### src/rtl/layer_priority_mux_pkg.sv
// Shared constants and helpers for the layer priority mux.
// Pair indexing packs the upper triangle of the layer matrix row by row.
package layer_priority_mux_pkg;

    localparam int MAX_LAYERS = 8;
    localparam int MAX_PAIRS  = MAX_LAYERS * (MAX_LAYERS - 1) / 2;
    localparam int HIT_W      = 3;

    function automatic int rgb_w(input int color_w);
        return 3 * color_w;
    endfunction

    function automatic int pair_idx(input int i, input int j, input int n);
        return i * n - i * (i + 1) / 2 + (j - i - 1);
    endfunction

endpackage

### src/rtl/layer_priority_mux_pair_collision_acc.sv
// Sticky pairwise collision accumulator with per-frame snapshot.
// The frame_start pixel lands in the fresh accumulator, not the snapshot.
module pair_collision_acc
    import layer_priority_mux_pkg::*;
#(
    parameter int NUM_LAYERS = 4,
    parameter int NUM_PAIRS  = NUM_LAYERS * (NUM_LAYERS - 1) / 2
) (
    input  logic                  clk,
    input  logic                  reset,
    input  logic                  valid,
    input  logic                  frame_start,
    input  logic [NUM_LAYERS-1:0] eff,
    output logic [NUM_PAIRS-1:0]  collision_frame
);

    logic [NUM_PAIRS-1:0] pairs;
    logic [NUM_PAIRS-1:0] acc;

    for (genvar i = 0; i < NUM_LAYERS; i++) begin : g_row
        for (genvar j = i + 1; j < NUM_LAYERS; j++) begin : g_col
            assign pairs[pair_idx(i, j, NUM_LAYERS)] =
                valid & eff[i] & eff[j];
        end
    end

    always_ff @(posedge clk or posedge reset) begin
        if (reset) begin
            acc             <= '0;
            collision_frame <= '0;
        end else if (frame_start) begin
            collision_frame <= acc;
            acc             <= pairs;
        end else begin
            acc <= acc | pairs;
        end
    end

endmodule

### src/rtl/layer_priority_mux.sv
// Two-stage layer priority mux: lowest effective layer wins the pixel.
// Stage 1 captures effective flags and colours, stage 2 the selection.
module layer_priority_mux
    import layer_priority_mux_pkg::*;
#(
    parameter int NUM_LAYERS = 4,
    parameter int COLOR_W    = 4,
    parameter logic [3*COLOR_W-1:0] TRANSP_RGB = 12'hF0F,
    localparam int NUM_PAIRS = NUM_LAYERS * (NUM_LAYERS - 1) / 2,
    localparam int RGB_W     = rgb_w(COLOR_W)
) (
    input  logic                        clk,
    input  logic                        reset,
    input  logic                        pxl_valid,
    input  logic                        frame_start,
    input  logic [NUM_LAYERS-1:0]       draw_in,
    input  logic [NUM_LAYERS*RGB_W-1:0] rgb_in,
    input  logic [NUM_LAYERS-1:0]       layer_en,
    input  logic [RGB_W-1:0]            rgb_bg,
    output logic [COLOR_W-1:0]          Red_level,
    output logic [COLOR_W-1:0]          Green_level,
    output logic [COLOR_W-1:0]          Blue_level,
    output logic                        draw_any,
    output logic [HIT_W-1:0]            hit_layer,
    output logic                        collision_now,
    output logic [NUM_PAIRS-1:0]        collision_frame
);

    logic [NUM_LAYERS-1:0]       eff_in;
    logic                        s1_valid;
    logic                        s1_fs;
    logic [NUM_LAYERS-1:0]       s1_eff;
    logic [NUM_LAYERS*RGB_W-1:0] s1_rgb;
    logic [RGB_W-1:0]            s1_bg;

    for (genvar g = 0; g < NUM_LAYERS; g++) begin : g_eff
        assign eff_in[g] = draw_in[g] & layer_en[g] &
            (rgb_in[g*RGB_W +: RGB_W] != TRANSP_RGB);
    end

    always_ff @(posedge clk or posedge reset) begin
        if (reset) begin
            s1_valid <= 1'b0;
            s1_fs    <= 1'b0;
            s1_eff   <= '0;
            s1_rgb   <= '0;
            s1_bg    <= '0;
        end else begin
            s1_valid <= pxl_valid;
            s1_fs    <= frame_start;
            s1_eff   <= eff_in & {NUM_LAYERS{pxl_valid}};
            s1_rgb   <= rgb_in;
            s1_bg    <= rgb_bg;
        end
    end

    // Isolate the lowest set bit, then OR-reduce the one-hot mux.
    logic [NUM_LAYERS-1:0] win_oh;
    logic [RGB_W-1:0]      or_rgb [NUM_LAYERS+1];
    logic [HIT_W-1:0]      or_hit [NUM_LAYERS+1];

    assign win_oh    = s1_eff & (~s1_eff + 1'b1);
    assign or_rgb[0] = '0;
    assign or_hit[0] = '0;

    for (genvar g = 0; g < NUM_LAYERS; g++) begin : g_sel
        assign or_rgb[g+1] = or_rgb[g] |
            ({RGB_W{win_oh[g]}} & s1_rgb[g*RGB_W +: RGB_W]);
        assign or_hit[g+1] = or_hit[g] |
            ({HIT_W{win_oh[g]}} & HIT_W'(g));
    end

    logic [RGB_W-1:0] sel_rgb;
    logic [HIT_W-1:0] sel_hit;
    logic             sel_any;
    logic             sel_coll;

    always_comb begin
        sel_rgb  = '0;
        sel_hit  = '0;
        sel_any  = 1'b0;
        sel_coll = 1'b0;
        if (s1_valid) begin
            sel_any  = |s1_eff;
            sel_coll = |(s1_eff & (s1_eff - 1'b1));
            sel_hit  = or_hit[NUM_LAYERS];
            sel_rgb  = sel_any ? or_rgb[NUM_LAYERS] : s1_bg;
        end
    end

    logic [RGB_W-1:0] rgb_q;

    always_ff @(posedge clk or posedge reset) begin
        if (reset) begin
            rgb_q         <= '0;
            hit_layer     <= '0;
            draw_any      <= 1'b0;
            collision_now <= 1'b0;
        end else begin
            rgb_q         <= sel_rgb;
            hit_layer     <= sel_hit;
            draw_any      <= sel_any;
            collision_now <= sel_coll;
        end
    end

    assign Red_level   = rgb_q[RGB_W-1 -: COLOR_W];
    assign Green_level = rgb_q[2*COLOR_W-1 -: COLOR_W];
    assign Blue_level  = rgb_q[COLOR_W-1:0];

    pair_collision_acc #(
        .NUM_LAYERS (NUM_LAYERS),
        .NUM_PAIRS  (NUM_PAIRS)
    ) u_acc (
        .clk             (clk),
        .reset           (reset),
        .valid           (s1_valid),
        .frame_start     (s1_fs),
        .eff             (s1_eff),
        .collision_frame (collision_frame)
    );

endmodule

### config.mk
export PLATFORM = sky130hd
export DESIGN_NAME = layer_priority_mux
export DESIGN_NICKNAME = d
export VERILOG_FILES = /design/src/rtl/layer_priority_mux_pkg.sv /design/src/rtl/layer_priority_mux_pair_collision_acc.sv /design/src/rtl/layer_priority_mux.sv
export SDC_FILE = /design/constraint.sdc
export NUM_CORES = 1
export LEC_CHECK = 0
export ABC_AREA = 1
export CAP_MARGIN = 5
export CORE_ASPECT_RATIO = 0.75
export CORE_UTILIZATION = 47
export DETAILED_ROUTE_END_ITERATION = 10
export PLACE_DENSITY_LB_ADDON = 0.12
export REMOVE_ABC_BUFFERS = 1
export SLEW_MARGIN = 20
export SYNTH_ARGS = -nofsm -noshare
export SYNTH_HDL_FRONTEND = slang
export SYNTH_SLANG_ARGS = --single-unit
export TNS_END_PERCENT = 10
### constraint.sdc
create_clock -name clk -period 4.3 [get_ports clk]
set_input_delay 0.86 -clock clk [delete_from_list [all_inputs] [get_ports clk]]
set_output_delay 0.86 -clock clk [all_outputs]
set_load 0.05 [all_outputs]
**After elaboration in Yosys (flattened, before gate mapping)**

Index checks and enable logic that the tools add are counted.

- $add $sub $neg: 2
- Equality and inequality tests: 4
- Mux-type cells: 6
- Bitwise logic cells: 31
- Reductions and logical operators: 2

Operators by type and width:

| cell | number |
|---|---|
| bitwise AND 12 bit | 4 |
| != test 12 bit (second input constant) | 4 |
| bitwise OR 12 bit | 3 |
| 2-to-1 mux 12 bit | 2 |
| bitwise AND 1 bit | 17 |
| bitwise AND 4 bit | 3 |
| OR reduction 4 bit | 2 |
| 2-to-1 mux 6 bit | 1 |
| bitwise OR 6 bit | 1 |
| adder 4 x 1 -> 4 bit (second input constant) | 1 |
| NOT 4 bit | 1 |
| subtractor 4 x 1 -> 4 bit (second input constant) | 1 |
| 2-to-1 mux 3 bit | 1 |
| 2-to-1 mux 1 bit | 2 |
| bitwise OR 1 x 2 -> 2 bit | 1 |
| bitwise OR 2 bit | 1 |

- Register bits: 95
- Input port bits: 72
- Output and inout port bits: 23
- Logic and storage cells: 56

**Longest topological paths before layout**

Gate-level depths: netlist (run 1).

- Word-level depth: 9
- Gate-level depth with buffers: 8
- Gate-level depth less buffers: 5

**Modules after synthesis**

A second synthesis (run 1) with hierarchy kept.

- Cell total of the unflattened synthesis: 324
- Area, all modules: 3,489.6 um2

Modules (own cells, without submodules):

| module | instances | cells an instance | area an instance (um2) | sequential area each (um2) |
|---|---|---|---|---|
| layer_priority_mux | 1 | 273 | 3,025.4 | 2,052.0 |
| pair_collision_acc | 1 | 51 | 464.2 | 300.3 |

**Least setup slack after synthesis (run 1)**

Ideal clock, no wire load.

- Path kind: reg2out
- Start: register u_acc.collision_frame[0]
- End: output collision_frame[0]
- Data arrival time: 0.601 ns
- Required time: 3.440 ns
- Slack: 2.839 ns
- Stages on the path, launching flop included: 1
- Buffers on the path: 0
- Cell sequence: dfrtp_1

RTL lines:

| what | RTL line | RTL |
|---|---|---|
| from (decl) | layer_priority_mux_pair_collision_acc.sv:14 | `output logic [NUM_PAIRS-1:0] collision_frame` |
| from (signal assigned) | layer_priority_mux_pair_collision_acc.sv:30 | `collision_frame <= '0;` |
| from (signal assigned) | layer_priority_mux_pair_collision_acc.sv:32 | `collision_frame <= acc;` |
| to (decl) | layer_priority_mux.sv:26 | `output logic [NUM_PAIRS-1:0] collision_frame` |

No word-level cell between the ends.

**Worst setup path in the final report (run 1)**

- Start: register u_acc.collision_frame[4]
- End: output collision_frame[4]

No word-level cell between the ends.

==> results.md, run 1 <==
- Status: complete, no violations
- DR WL/cell: 14.4 µm
- Antenna-violating nets left: 0
- Fillers: 559
- Final Max Tran Viols: 0
- CP max FO: 2
- First-pass GRT wire length: 11.9 mm
- Arr. time, crit path: 1520 ps
- WS Path Type: reg2out
- CTS resizes: 0
- Worst path buffer plus inverter count: 1
- Die ar.: 7660 µm²
- Sequential cell area: 2350 µm²
- Yosys warnings: 0
- IO Pins: 95
- Final min period: 2380 ps
- Slowest stage cell, crit path: clkdlybuf4s50_1
- CTS max path bufs: 2
- Gpl congestion: 0.728
- Post-synth top flop: dfrtp_1
- Post-CTS Setup Bufs: 0
- Switching pwr: 452 µW
- Pin count of the biggest net entering global routing: 63
- Vias/cell: 4.86
- Residual DRC: 0
- Global route overflow: 0
- Critical Path Sink Type: output pin
- Setup tns final: 0 ps
- HP Start: s1_bg[0]
- Leak: 2.01 nW
- Synth Instances: 317
- Cts hold-fix bufs: 0
- Via count: 2467
- Post-synth EDFFs: 0
- Clk pin slew, worst setup/hold paths: 80 ps
- Top cells by area, synth: dfrtp_1 (68%), nand3_1 (7.9%), nand2_1 (5.5%)
- Area Growth Syn to Fin: 32.7%
- CP Cell Sequence: clkdlybuf4s50_1
- Layout cell share with drive strength beyond 1: 0.0610
- Synth async-reset ratio: 1.00
- Vias in the first global route: 2454
- Synth area leader: dfrtp_1
- DRT iter0 DRCs: 106
- Setup Viol. Count Final: 0
- Hold Fails Final Rpt: 0
- Initial antenna violation count: 0
- Avg Cell Area, Syn: 10.8 µm²
- Diode count: 0
- RR Startpoint: s1_eff[0]
- Yosys reg bits: 94
- Nets: 477
- Internal: 1.34 mW
- Max-Slew Margin vs Limit: 0.500
- Initial Util: 0.496
- Combinational Power Share: 0.145
- Worst min path class: reg2reg
- Number of port buffers: 93
- Final worst slack: 1920 ps
- DR pass1 iterations: 4
- Die width: 101 µm
- Fmax achieved: 420 MHz
- Family with the most delay on the worst path: buffers and inverters
- Std cell rows: 26
- Root Buffer: clkbuf_8
- H-tree depth: 3
- Final worst-path cycle share: 0.553
- Pwr dens: 394 nW/µm²
- Clk network pwr share: 0.322
- Worst VDD drop: 186 µV
- GRT Util Overall: 0.210
- Net Sw Frac: 0.252
- Worst-margin pin slew: 750 ps
- HPWL Detailed: 5.11 mm
- CTS sink count: 94
- Post-Place Worst Slack: 2000 ps
- Netlist cell types: 21
- Max Cap Viol: 0
- Crit path from: u_acc.collision_frame[4]
- Worst setup SP type: flop
- Area taken by multi-input logic gates: 880 µm²
- CTS Buf Count: 9
- Post-Syn Area: 3440 µm²
- Register area share after synthesis: 0.684
- TritonCTS clock tree: built
- Slowest stage delay, CP: 800 ps
- Unrepaired setup endpoints after global routing: false
- Total routed wirelength: 7.34 mm
- Die Ht: 76.1 µm
- Register share of total power: 0.533
- Skew-Pair Late Insertion Delay: 360 ps
- Top cell type's share of synthesized area: 0.684
- Core area: 6930 µm²
- Final Skew: 10.2 ps
- Req. time, crit path: 3440 ps
[area by class of cell]
cell class / count / area share
clock inverters: 3 / 0.00933
flip-flops and latches: 94 / 0.516
clock buffers: 13 / 0.0348
multi-input cells: 190 / 0.193
well taps: 98 / 0.0269
inverters: 15 / 0.0129
repair buffers: 95 / 0.207
[kinds of logic (layout without fill, tap and decap cells)]
kind of cell	Yosys count	in the layout	synth area share
buffers and inverters	33	126	0.0597
AND/OR/NAND/NOR	160	160	0.213
other	1	1	0.00109
AO/OA/AOI/OAI	29	29	0.0422
flip-flops	94	94	0.684
[registers in the layout, indices dropped and copies added (netlist names), 2 cells and up]
signal	flops
s1_eff	4
u_acc.acc	6
rgb_q	12
u_acc.collision_frame	6
s1_bg	12
s1_rgb	48
hit_layer	2
[final timing paths]
| path | endpoint | slack, ps | cells after the start |
|---|---|---|---|
| min in group asynchronous | s1_bg[3] | 990 | 2 |
| min | rgb_q[0] | 520 | 2 |
| max reg2reg | rgb_q[3] | 2230 | 4 |
| max | collision_frame[4] | 1920 | 1 |
| max in group asynchronous | s1_bg[10] | 2560 | 3 |
| min reg2reg | rgb_q[0] | 520 | 2 |
[routing by layer]
| layer | share of wire | global-route usage | up-vias |
|---|---|---|---|
| li1 | - | - | 1201 |
| met1 | 0.46 | 0.289 | 1170 |
| met3 | 0.053 | 0.0596 | 14 |
| met2 | 0.47 | 0.318 | 82 |
| met4 | 0.017 | 0.0797 | 0 |
| met5 | 0 | 0 | - |
[through the flow]
step	hold WS [ps]	util	power (mW)	std cells	cell area (µm²)
after global placement	491	0.629	1.23	492	4360
after detailed placement	504	0.629	1.24	492	4360
after global routing	545	0.658	1.87	508	4560
after CTS	524	0.658	1.81	508	4560
after floorplan	478	-	1.10	299	3290
final	523	0.658	1.79	508	4560
[synthesized netlist by cell type (3+ instances only)]
library cell / n
nor3_1: 8
buf_6: 3
nand2_1: 50
inv_1: 15
buf_2: 4
buf_4: 7
o21ai_0: 14
nand3_1: 54
a21oi_1: 9
o21ai_1: 6
dfrtp_1: 94
nand3_2: 5
nor2_1: 40
[cells in the final DEF, fill, tap and decap left out, drive strengths merged]
master / n
a21oi: 9
buf: 2
bufinv: 1
clkbuf: 13
clkdlybuf4s50: 93
clkinv: 1
clkinvlp: 1
conb: 1
dfrtp: 94
inv: 15
nand2: 51
nand3: 59
nor2: 42
nor3: 8
o21ai: 20
[power by group through the flow]
stage	sequential [mW]	clock [mW]	combinational (mW)
2_1_floorplan	1.03	0	0.0718
3_3_place_gp	0.974	0	0.258
3_5_place_dp	0.975	0	0.261
4_1_cts	0.957	0.590	0.262
5_1_grt	0.963	0.626	0.282
6_report	0.957	0.578	0.260
No activity file was read; power rests on OpenSTA's default activity.
==> inputs of run 2 (changes only) <==
CORE_UTILIZATION = 43   (was 47)
clock period = 2 ns   (was 4.3 ns; I/O delays follow)
==> run 2 against run 1 <==
Compared with the run above:
- worst hold slack worse by 100 ps
- via count unchanged
- worst setup slack worse by 1800 ps
- sequential cell count stayed put
- highest routed layer unchanged
- critical endpoint is now collision_frame[5]
- critical path type unchanged
==> results.md, run 2 (synthesized netlist as in run 1, its figures left out) <==
- Max-Slew Margin vs Limit: 0.552 (+0.0514)
- Number of port buffers: 93 (unchanged)
- Slowest stage cell, crit path: clkdlybuf4s50_1
- Commonest non-fill, non-tap cell in the layout: dfrtp_1
- Root Buffer: clkbuf_8
- Worst setup SP type: flop
- Max Cap Viol: 0 (unchanged)
- CP max FO: 2 (unchanged)
- Family with the most delay on the worst path: buffers and inverters
- Via count: 2467 (unchanged)
- Largest regs: s1_rgb: 48 flops, rgb_q: 12 flops, s1_bg: 12 flops
- DR pass1 iterations: 4 (unchanged)
- Final core occ: 0.611 (-0.0476)
- Final worst slack: 86.0 ps (-1830 ps)
- Layout cell share with drive strength beyond 1: 0.0749 (+0.0139)
- Req. time, crit path: 1600 ps (-1840 ps)
- DR WL/cell: 14.7 µm (+1.6%)
- TritonCTS clock tree: built
- Max reg flops: 48 (unchanged)
- First-pass GRT wire length: 12.3 mm (+3.7%)
- Cell count after placement: 499 (+1.4%)
- IO Pins: 95 (unchanged)
- Status: complete, no violations
- Non-filler cells, final: 515 (+1.4%)
- Cts hold-fix bufs: 0 (unchanged)
- Hold Fails Final Rpt: 0 (unchanged)
- Global route overflow: 0 (unchanged)
- Initial Util: 0.456 (-0.0398)
- Leak: 2.04 nW (+1.4%)
- Antenna-violating nets left: 0 (unchanged)
- Post-Place Worst Slack: 426 ps (-1580 ps)
- Slowest stage delay, CP: 810 ps (about the same)
- Post-Layout Inst Area: 4600 µm² (+0.85%)
- Most frequent cells in the layout: dfrtp_1 (94), clkdlybuf4s50_1 (93), nand3_1 (54), nand2_1 (50), nor2_1 (40)
- Skew-Pair Late Insertion Delay: 350 ps (about the same)
- Vias/cell: 4.79 (-1.4%)
- Post-CTS Setup Bufs: 0 (unchanged)
- Gpl congestion: 0.764 (+4.9%)
- Worst-margin pin slew: 673 ps (-77.2 ps)
- Diode count: 0 (unchanged)
- Die width: 105 µm (+4.5%)
- CTS resizes: 0 (unchanged)
- CTS max path bufs: 2 (unchanged)
- CP Cell Sequence: clkdlybuf4s50_1
- Pin count of the biggest net entering global routing: 65 (+3.2%)
- Fmax achieved: 522 MHz
- Core area: 7530 µm² (+8.7%)
- Vias in the first global route: 2475 (+0.86%)
- CTS sink count: 94 (unchanged)
- Final Skew: 9.48 ps (-0.718 ps)
- Final min period: 1910 ps
- Nets: 481 (+0.84%)
- Unrepaired setup endpoints after global routing: false
- CTS Buf Count: 9 (unchanged)
- Arr. time, crit path: 1510 ps (about the same)
- Total routed wirelength: 7.56 mm (+3.0%)
- Worst path buffer plus inverter count: 1 (unchanged)
- Residual DRC: 0 (unchanged)
- Worst VDD drop: 332 µV (+78%)
- Pwr dens: 840 nW/µm² (+110%)
- DRT iter0 DRCs: 98 (-7.5%)
- Std cell rows: 27 (+3.8%)
- Clk pin slew, worst setup/hold paths: 90 ps (about the same)
- Worst R2R Setup Slack: 430 ps (-1800 ps)
- Initial antenna violation count: 0 (unchanged)
- Critical Path Sink Type: output pin
- Final worst-path cycle share: 0.957
- WS Path Type: reg2out
- GRT Util Overall: 0.198 (-0.0117)
- Final Max Tran Viols: 0 (unchanged)
- Largest Register: s1_rgb
- Placed Area: 4400 µm² (+1.1%)
- HPWL Detailed: 5.28 mm (+3.2%)
- Die Ht: 79.4 µm (+4.4%)
- Die ar.: 8360 µm² (+9.1%)
- Setup Viol. Count Final: 0 (unchanged)
- Area Growth Syn to Fin: 33.8%
- H-tree depth: 3 (unchanged)
- Worst min path class: in2async
==> run 2: cell types whose count changed in the layout (fill, tap and decap cells not counted), sizes merged <==
cell      previous run  this run
clkinv               1         4
clkinvlp             1         0
clkbuf              13         9
inv                 15        17
buf                  2         6
==> run 2: per-stage QoR <==
| stage | hold slack, ps | TNS, ps | power [mW] |
|---|---|---|---|
| 6_report | 420 | 0 | 3.86 |
| 5_1_grt | 449 | 0 | 4.05 |
| 3_5_place_dp | 499 | 0 | 2.67 |
| 3_3_place_gp | 492 | 0 | 2.66 |
| 2_1_floorplan | 431 | -79770 | 2.36 |
| 4_1_cts | 433 | 0 | 3.90 |
==> run 2: report_power, final <==
part / switching [mW] / internal [mW]
registers: 0.0494 / 2.00
logic: 0.327 / 0.247
clock network: 0.654 / 0.585
==> run 2: area by class of cell <==
class / count / area [µm²]
clock buffer: 9 / 124
clock inverter: 7 / 71.3
multi-input combinational: 190 / 880
timing repair buffer: 99 / 988
inverter: 15 / 57.6
tap: 101 / 126
sequential: 94 / 2350
fill: 659 / 2930
==> run 2: path summary, 6_finish.rpt <==
check                                         start                  to  cells after the start
max                        u_acc.collision_frame[5]  collision_frame[5]                      1
min                                           reset            rgb_q[0]                      3
max reg2reg                               s1_eff[0]            rgb_q[7]                      5
min reg2reg                               s1_bg[11]           rgb_q[11]                      2
max in group asynchronous                     reset          s1_rgb[17]                      3
min in group clk                          rgb_bg[2]            s1_bg[2]                      1
==> run 2: per-layer routing <==
layer,global-route usage,vias to the layer above,part of all wire
met4,0.0507,0,0.0024
met3,0.0563,2,0.071
met2,0.304,89,0.46
li1,-,1207,-
met1,0.279,1169,0.47
met5,0,-,0
==> inputs of run 3 (changes only) <==
CAP_MARGIN = 25   (was 5)
==> results of run 3 <==
Final layout, timing and power as in run 2 (identical DEF).
